**config.mk**
```make
export PLATFORM = sky130hd
export DESIGN_NAME = regfile_arbiter
export DESIGN_NICKNAME = d
export VERILOG_FILES = /design/src/rtl/regfile_pkg.sv /design/src/rtl/rr_arbiter2.sv /design/src/rtl/regfile_arbiter.sv
export SDC_FILE = /design/constraint.sdc
export NUM_CORES = 1
export LEC_CHECK = 0
export CORE_ASPECT_RATIO = 0.6
export CORE_MARGIN = 1.5
export CORE_UTILIZATION = 34
export DETAILED_ROUTE_END_ITERATION = 8
export HOLD_SLACK_MARGIN = 0.05
export MAX_ROUTING_LAYER = met4
export PLACE_DENSITY = 0.81
export SETUP_SLACK_MARGIN = 0.3
export SYNTH_ARGS = -nofsm -noshare
export SYNTH_HDL_FRONTEND = slang
export SYNTH_SLANG_ARGS = --single-unit
export TNS_END_PERCENT = 20
```
**constraint.sdc**
```tcl
create_clock -name Clock -period 2.4 [get_ports Clock]
set_input_delay 0.48 -clock Clock [delete_from_list [all_inputs] [get_ports Clock]]
set_output_delay 0.48 -clock Clock [all_outputs]
set_load 0.05 [all_outputs]
```
**src/rtl/regfile_pkg.sv**
```systemverilog
// Shared constants and types for the register-file port A arbiter.
// Optional build macro: REGFILE_CLEAR_EN (zero-fill the register file after reset).
package regfile_pkg;

    localparam int unsigned ADDR_W   = 6;
    localparam int unsigned DATA_W   = 16;
    localparam int unsigned NUM_REGS = 2 ** ADDR_W;

    typedef enum logic {
        CLEAR = 1'b0,
        RUN   = 1'b1
    } state_t;

    // One requester's access bundle as presented to port A.
    typedef struct packed {
        logic              req;
        logic              write;
        logic [ADDR_W-1:0] addr;
        logic [DATA_W-1:0] wdata;
    } req_t;

endpackage

```
**src/rtl/rr_arbiter2.sv**
```systemverilog
// Two-way round-robin arbiter; on a conflict the requester that was not granted last wins.
module rr_arbiter2 (
    input  logic       clk,
    input  logic       rst_n,
    input  logic       en,
    input  logic [1:0] req,
    output logic [1:0] gnt
);

    logic last_q;

    // Combinational grant; at most one bit set.
    always_comb begin
        gnt = 2'b00;
        if (en) begin
            if (req[0] && (!req[1] || last_q)) begin
                gnt[0] = 1'b1;
            end else if (req[1]) begin
                gnt[1] = 1'b1;
            end
        end
    end

    // Remember the most recently granted index; reset favours requester 0 first.
    always_ff @(posedge clk or negedge rst_n) begin
        if (!rst_n) begin
            last_q <= 1'b1;
        end else if (|gnt) begin
            last_q <= gnt[1];
        end
    end

endmodule

```
**src/rtl/regfile_arbiter.sv**
```systemverilog
// Shares register-file port A between game logic (0) and host/debug (1).
// Build macro REGFILE_CLEAR_EN adds a 64-cycle zero-fill phase after reset.
module regfile_arbiter
    import regfile_pkg::*;
(
    input  logic              Clock,
    input  logic              nReset,
    input  logic              Req0,
    input  logic              Write0,
    input  logic [ADDR_W-1:0] Addr0,
    input  logic [DATA_W-1:0] WData0,
    output logic              Gnt0,
    output logic              RValid0,
    output logic [DATA_W-1:0] RData0,
    input  logic              Req1,
    input  logic              Write1,
    input  logic [ADDR_W-1:0] Addr1,
    input  logic [DATA_W-1:0] WData1,
    output logic              Gnt1,
    output logic              RValid1,
    output logic [DATA_W-1:0] RData1,
    output logic              Ready,
    output logic [ADDR_W-1:0] RfAddressA,
    output logic [DATA_W-1:0] RfWriteData,
    output logic              RfWriteEnable,
    input  logic [DATA_W-1:0] RfReadDataA
);

    req_t              rq0;
    req_t              rq1;
    logic [1:0]        gnt;
    logic              ready_q;
    logic              rvalid0_q;
    logic              rvalid1_q;
    logic [DATA_W-1:0] rdata0_q;
    logic [DATA_W-1:0] rdata1_q;
    state_t            state_q;
    logic              clearing;
    logic [ADDR_W-1:0] clr_addr;

    assign rq0 = '{req: Req0, write: Write0, addr: Addr0, wdata: WData0};
    assign rq1 = '{req: Req1, write: Write1, addr: Addr1, wdata: WData1};

    rr_arbiter2 u_arb (
        .clk   (Clock),
        .rst_n (nReset),
        .en    (ready_q),
        .req   ({rq1.req, rq0.req}),
        .gnt   (gnt)
    );

`ifdef REGFILE_CLEAR_EN
    state_t            state_d;
    logic [ADDR_W-1:0] clr_cnt_q;

    // State register.
    always_ff @(posedge Clock or negedge nReset) begin
        if (!nReset) begin
            state_q <= CLEAR;
        end else begin
            state_q <= state_d;
        end
    end

    // Next state: leave CLEAR after the last address has been written.
    always_comb begin
        state_d = state_q;
        if ((state_q == CLEAR) && (clr_cnt_q == ADDR_W'(NUM_REGS - 1))) begin
            state_d = RUN;
        end
    end

    // Clear address counter; wraps to 0 as CLEAR ends.
    always_ff @(posedge Clock or negedge nReset) begin
        if (!nReset) begin
            clr_cnt_q <= '0;
        end else if (state_q == CLEAR) begin
            clr_cnt_q <= clr_cnt_q + ADDR_W'(1);
        end
    end

    assign clearing = (state_q == CLEAR);
    assign clr_addr = clr_cnt_q;
`else
    assign state_q  = RUN;
    assign clearing = 1'b0;
    assign clr_addr = '0;
`endif

    // Port A drive: zero-fill while clearing (idle while in reset), otherwise the granted access.
    always_comb begin
        RfAddressA    = '0;
        RfWriteData   = '0;
        RfWriteEnable = 1'b0;
        if (clearing) begin
            if (nReset) begin
                RfAddressA    = clr_addr;
                RfWriteEnable = 1'b1;
            end
        end else if (gnt[0]) begin
            RfAddressA    = rq0.addr;
            RfWriteData   = rq0.wdata;
            RfWriteEnable = rq0.write;
        end else if (gnt[1]) begin
            RfAddressA    = rq1.addr;
            RfWriteData   = rq1.wdata;
            RfWriteEnable = rq1.write;
        end
    end

    // Ready follows the RUN state one cycle late so no grant overlaps the last clear write.
    always_ff @(posedge Clock or negedge nReset) begin
        if (!nReset) begin
            ready_q <= 1'b0;
        end else begin
            ready_q <= (state_q == RUN);
        end
    end

    // Capture read data for the granted reader; RData holds until that requester reads again.
    always_ff @(posedge Clock or negedge nReset) begin
        if (!nReset) begin
            rvalid0_q <= 1'b0;
            rvalid1_q <= 1'b0;
            rdata0_q  <= '0;
            rdata1_q  <= '0;
        end else begin
            rvalid0_q <= gnt[0] & ~rq0.write;
            rvalid1_q <= gnt[1] & ~rq1.write;
            if (gnt[0] && !rq0.write) begin
                rdata0_q <= RfReadDataA;
            end
            if (gnt[1] && !rq1.write) begin
                rdata1_q <= RfReadDataA;
            end
        end
    end

    assign Gnt0    = gnt[0];
    assign Gnt1    = gnt[1];
    assign Ready   = ready_q;
    assign RValid0 = rvalid0_q;
    assign RValid1 = rvalid1_q;
    assign RData0  = rdata0_q;
    assign RData1  = rdata1_q;

endmodule

```
After elaboration in Yosys (flattened, before gate mapping)
Cells that the tools add are included.
Widths: inputs -> output; s select.
- add/sub/neg operators: 0
- magnitude comparators: 0
- mux-type cells: 10
- multipliers: 0
- shift-type cells: 0
- eq/ne operators: 0
- bitwise logic cells: 4
- reduce and logical (&&, ||, !) cells: 8
- divide/modulo/power cells: 0
- operators by type and width (cell ; count):
    $mux 16 ; 2
    $mux 6 ; 2
    $mux 1 ; 5
    $logic_and 1x1->1 ; 3
    $logic_not 1->1 ; 3
    $and 1x1->1 ; 2
    $mux 2 ; 1
    $not 1->1 ; 2
    $reduce_or 2->1 ; 1
    $logic_or 1x1->1 ; 1
- bits in latches: 0
- bits of input ports: 66
- output and inout port bits: 60
- memory bits (read-only): 0
- memories: 0
- bits in registers: 36
- RAM bits: 0

Depth between registers and ports, before layout
- word-level depth: 7
- gate-level depth with buffers: 4

Modules after synthesis
From an unflattened synthesis, not the netlist that was laid out.
- cells, all modules: 116
- area, all modules: 1649.1 um^2
- by module, submodules not included (module ; instances ; cells each ; area each (um^2)):
    regfile_arbiter ; 1 ; 108 ; 1586.5
    rr_arbiter2 ; 1 ; 8 ; 62.6

Worst setup path before layout
Ideal clock, no wire load.
- path kind: register -> output
- from: register ready_q (netlist: Ready)
- to: output port RfWriteData[10]
- setup slack: -0.124 ns
- path buffers: 1
- stages on the path, launching flop included: 5
- arrival time: 2.044 ns
- required time: 1.920 ns
- cells stage by stage: dfrtp_1 > nand2_1 > a21oi_1 > buf_2 > a22o_1
- longest elaborated chain between the ends: 3
- RTL lines (element ; line ; RTL):
    start: declaration ; regfile_arbiter.sv:32 ; logic ready_q;
    start signal: assignment ; regfile_arbiter.sv:116 ; ready_q <= (state_q == RUN);
    $mux 2 ; rr_arbiter2.sv:15 ; if (en) begin
    via Gnt1 ; regfile_arbiter.sv:19 ; output logic Gnt1,
    $mux 16 ; regfile_arbiter.sv:104 ; end else if (gnt[1]) begin
    $mux 16 ; regfile_arbiter.sv:100 ; end else if (gnt[0]) begin
    end: declaration ; regfile_arbiter.sv:24 ; output logic [DATA_W-1:0] RfWriteData,
The timed path passes the listed nets, and every way through them passes these cells.

Final worst setup path
- from: register u_arb.last_q
- to: output port RfAddressA[2]
- longest elaborated chain between the ends: 6
- elaborated cells on any way between the ends: 7
- those cells by class: 5 x mux; 2 x reduce/logical
- RTL lines (element ; line ; RTL):
    start: declaration ; rr_arbiter2.sv:10 ; logic last_q;
    start signal: assignment ; rr_arbiter2.sv:29 ; last_q <= gnt[1];
    $logic_or 1x1->1 (*) ; rr_arbiter2.sv:16 ; if (req[0] && (!req[1] || last_q)) begin
    $logic_and 1x1->1 (*) ; rr_arbiter2.sv:16 ;
    $mux 1 ; rr_arbiter2.sv:16 ;
    $mux 2 (*) ; rr_arbiter2.sv:15 ;
    $mux 6 ; regfile_arbiter.sv:104 ;
    $mux 6 (*) ; regfile_arbiter.sv:100 ;
    end: declaration ; regfile_arbiter.sv:23 ; output logic [ADDR_W-1:0] RfAddressA,
Every way passes the cells marked *; elsewhere a longest branch is shown, timed or not.

==> metrics.md <==
| Metric | Value |
|---|---|
| Mean Syn Cell Area | `15.5 um^2` |
| Synth Area in Simple Gates | `0.828%` |
| Register area share after synthesis | `54.3%` |
| CP arrival | `1.68 ns` |
| Combinational share of power | `a little over half` |
| HPWL after DPL | `4710 um` |
| Req. time, crit path | `1.92 ns` |
| Main combinational cell family by area after synthesis | `multiplexers` |
| Buffers & Inverters on Critical Path | `3` |
| Clock Sinks | `36` |
| Router iterations before antenna repair | `4` |
| Crit-path max cell delay | `0.59 ns` |
| Max IR drop VDD | `around 0.38 mV` |
| Yosys warns | `0` |
| Clk_skew | `0.00747 ns` |
| Slowest cell on the critical path | `dfstp_2` |
| Routed Antenna Nets | `0` |
| WL met3 | `323 um` |
| Critical path startpoint category | `flip-flop` |
| Psw | `0.00114 W` |
| Layout cells sized above 1 | `40.1%` |
| Outcome | `complete, no violations` |
| Routed length per placed instance | `18.6 um` |
| Unrepaired setup endpoints after global routing | `yes` |
| Mux cell area share after synthesis | `25.7%` |
| First-pass GRT wire length | `8870 um` |
| Tightest Pin Transition | `0.544 ns` |
| Fin crit share | `89.9%` |
| Final hold vios | `0` |
| Min-Delay Path Class | `in -> async` |
| Die area | `5330 um^2` |
| Clock Power Share | `15.8%` |
| Critical path peak fanout | `24` |
| Initial Utilization | `35.9%` |
| Final setup violation count | `0` |
| Area share of fa/ha/maj cells after synthesis | `0%` |
| Top Ports | `126` |
| Max Buffers Root-to-Sink | `2` |
| Clock latency on the worst-skew pair | `0.28 ns` |
| PwrDens | `798 nW/um^2` |
| Seq pwr share | `30.2%` |
| Max Cap Viol | `0` |
| Initial drt markers | `30` |
| Slew headroom | `a little under two thirds` |
| Xor/xnor cell area share of the yosys netlist | `0%` |
| Total grt overflow | `0` |
| CP top delay family | `flip-flops` |
| GRT Overall Usage | `about a quarter` |
| CTS Buf Count | `5` |
| Setup_tns | `0 ns` |
| Antenna violations before repair | `0` |
| CTS tree | `yes` |
| Crit Path Category | `reg -> out` |
| Diodes inserted | `0` |
| Die Y | `57.2 um` |
| Most used cell along the critical path | `buf_12` |
| Vias/cell | `4.75` |
| Max layer used | `met4` |
| Slew Viols, Final | `0` |
| Port-buffer cells | `roughly 130` |
| Wire length on met2 | `2910 um` |
| Crit end category | `output port` |
| DRC | `0` |
| Internal power | `0.00164 W` |
| Mapped Area | `1660 um^2` |
| Placement Rows | `19` |
| Worst-path clk slew | `0.07 ns` |
| DRT met1 WL | `2400 um` |
| Seq cells post-synth | `36` |
| Vias in the first global route | `1542` |
| Largest net degree at the start of global routing | `25` |
| Leak pwr | `approximately 1.5 nW` |
| Syn Nets | `173` |
| Final net count | `between 300 and 400` |
| Via count | `1474` |
| Critical-path cell list | `inv_2 > a21oi_2 > buf_12 > a22o_1 > buf_12` |
| Post-synthesis compound-gate area fraction | `15.4%` |
| Clock Tree Root | `clkbuf_8` |
| F_max | `463 MHz` |
| H-tree depth | `2` |
| Synthesis-to-layout area growth | `109%` |
| Post-synth cell types | `15` |
| Routed WL | `5780 um` |
| Die Wd | `93.3 um` |
| Syn Inst Count | `107` |
| Final Util | `75.1%` |
| Core area | `4640 um^2` |
| Sw Ratio | `41.1%` |
| Routability cong. | `approximately 0.74` |
| Min Tclk post-route | `between 2 and 2.5 ns` |
## metrics by stage
| step | instances | instance area (um^2) | hold WS, ns | total power [W] | setup slack [ns] |
|---|---|---|---|---|---|
| global route | 310 | 3480 | 0.174 | 0.00288 | 0.193 |
| global placement | 300 | 3320 | 0.457 | 0.00230 | 0.105 |
| CTS | 310 | 3480 | 0.155 | 0.00280 | 0.234 |
| floorplan | 107 | 1690 | 0.184 | 0.00170 | 0.292 |
| finish | 310 | 3480 | 0.146 | 0.00278 | 0.241 |
| detailed placement | 300 | 3320 | 0.461 | 0.00233 | 0.0560 |
## synth_stat cells
cell       n  area share, %
buf_8      1           0.90
a22o_1    23             12
inv_2      1           0.23
mux2_4    18             16
o21ai_0    1           0.30
mux2_2    14            9.5
a21oi_1    2           0.60
dfstp_2    1            1.6
buf_2      4            1.2
nand2_2    1           0.38
buf_12     1            1.2
conb_1     1           0.23
nand2_1    2           0.45
a211oi_4   2            2.4
dfrtp_1   35             53
## logic make-up after synthesis
kind of cell | after synthesis
buffers and inverters | 7
muxes | 32
and+or+nand+nor | 3
other | 1
AOI/OAI and AO/OA | 28
DFF | 36
## timing repair
action,CTS,global route
endpoints found under the setup margin,25,23
pin swaps,0,0
gates cloned,1,0
hold buffers,0,0
buffers inserted,1,0
gates resized for setup,10,0
## flip-flops by register name, summed over array words and instances, names as in the netlist
name,count
RData1,16
Ready,1
u_arb.last_q,1
RValid1,1
RData0,16
RValid0,1
## metal layers
layer / up-vias / GRT usage, %
met5: - / -
met4: 0 / 6.93
met2: 50 / 37.1
li1: 684 / -
met3: 14 / 7.47
met1: 726 / 28.8
## final cells by class
type / instances / area (um^2)
clock buffers: 7 / 86.3
fillers: 321 / 1150
multi-input cells: 64 / 747
repair buffers: 138 / 1660
inverters: 1 / 3.75
flip-flops and latches: 36 / 903
clock inverters: 1 / 7.51
well taps: 63 / 78.8
## power groups by stage
stage / clock, W / sequential, W / combinational, W
floorplan: 0 / 0.00133 / 0.000364
global placement: 0 / 0.000841 / 0.00146
detailed placement: 0 / 0.000851 / 0.00148
CTS: 0.000448 / 0.000839 / 0.00151
global route: 0.000478 / 0.000856 / 0.00155
finish: 0.000439 / 0.000839 / 0.00150
## worst paths after layout
kind | startpoint | endpoint | slack [ns] | cells past startpoint
worst max-delay path | u_arb.last_q$_DFFE_PN1P_ | RfAddressA[2] | 0.24 | 5
worst min-delay path | nReset | RData0[8]$_DFFE_PN0P_ | 0.15 | 1
worst max register to register | u_arb.last_q$_DFFE_PN1P_ | RData0[0]$_DFFE_PN0P_ | 0.73 | 4
worst min register to register | RData0[5]$_DFFE_PN0P_ | RData0[5]$_DFFE_PN0P_ | 0.51 | 1
max in group asynchronous | nReset | u_arb.last_q$_DFFE_PN1P_ | 1.65 | 2
min in group Clock | RData0[5]$_DFFE_PN0P_ | RData0[5]$_DFFE_PN0P_ | 0.51 | 1
## cell usage in the layout, fill, tap and decap left out, types with 2 or more instances in the layout
master           instances
buf_4                    8
mux2_4                  18
dfrtp_1                 34
buf_12                  28
clkdlybuf4s50_1         97
clkbuf_8                 6
a22o_1                  11
a22o_2                  10
nand2_1                  2
a22o_4                   2
mux2_2                  14
a211oi_4                 2
## worst reg2reg max path, stage by stage, from the launching register on
cell,delay [ns]
dfstp_2,0.59
inv_2,0.07
a211oi_4,0.27
buf_4,0.26
mux2_2,0.36
(Power assumes the default switching activity.)
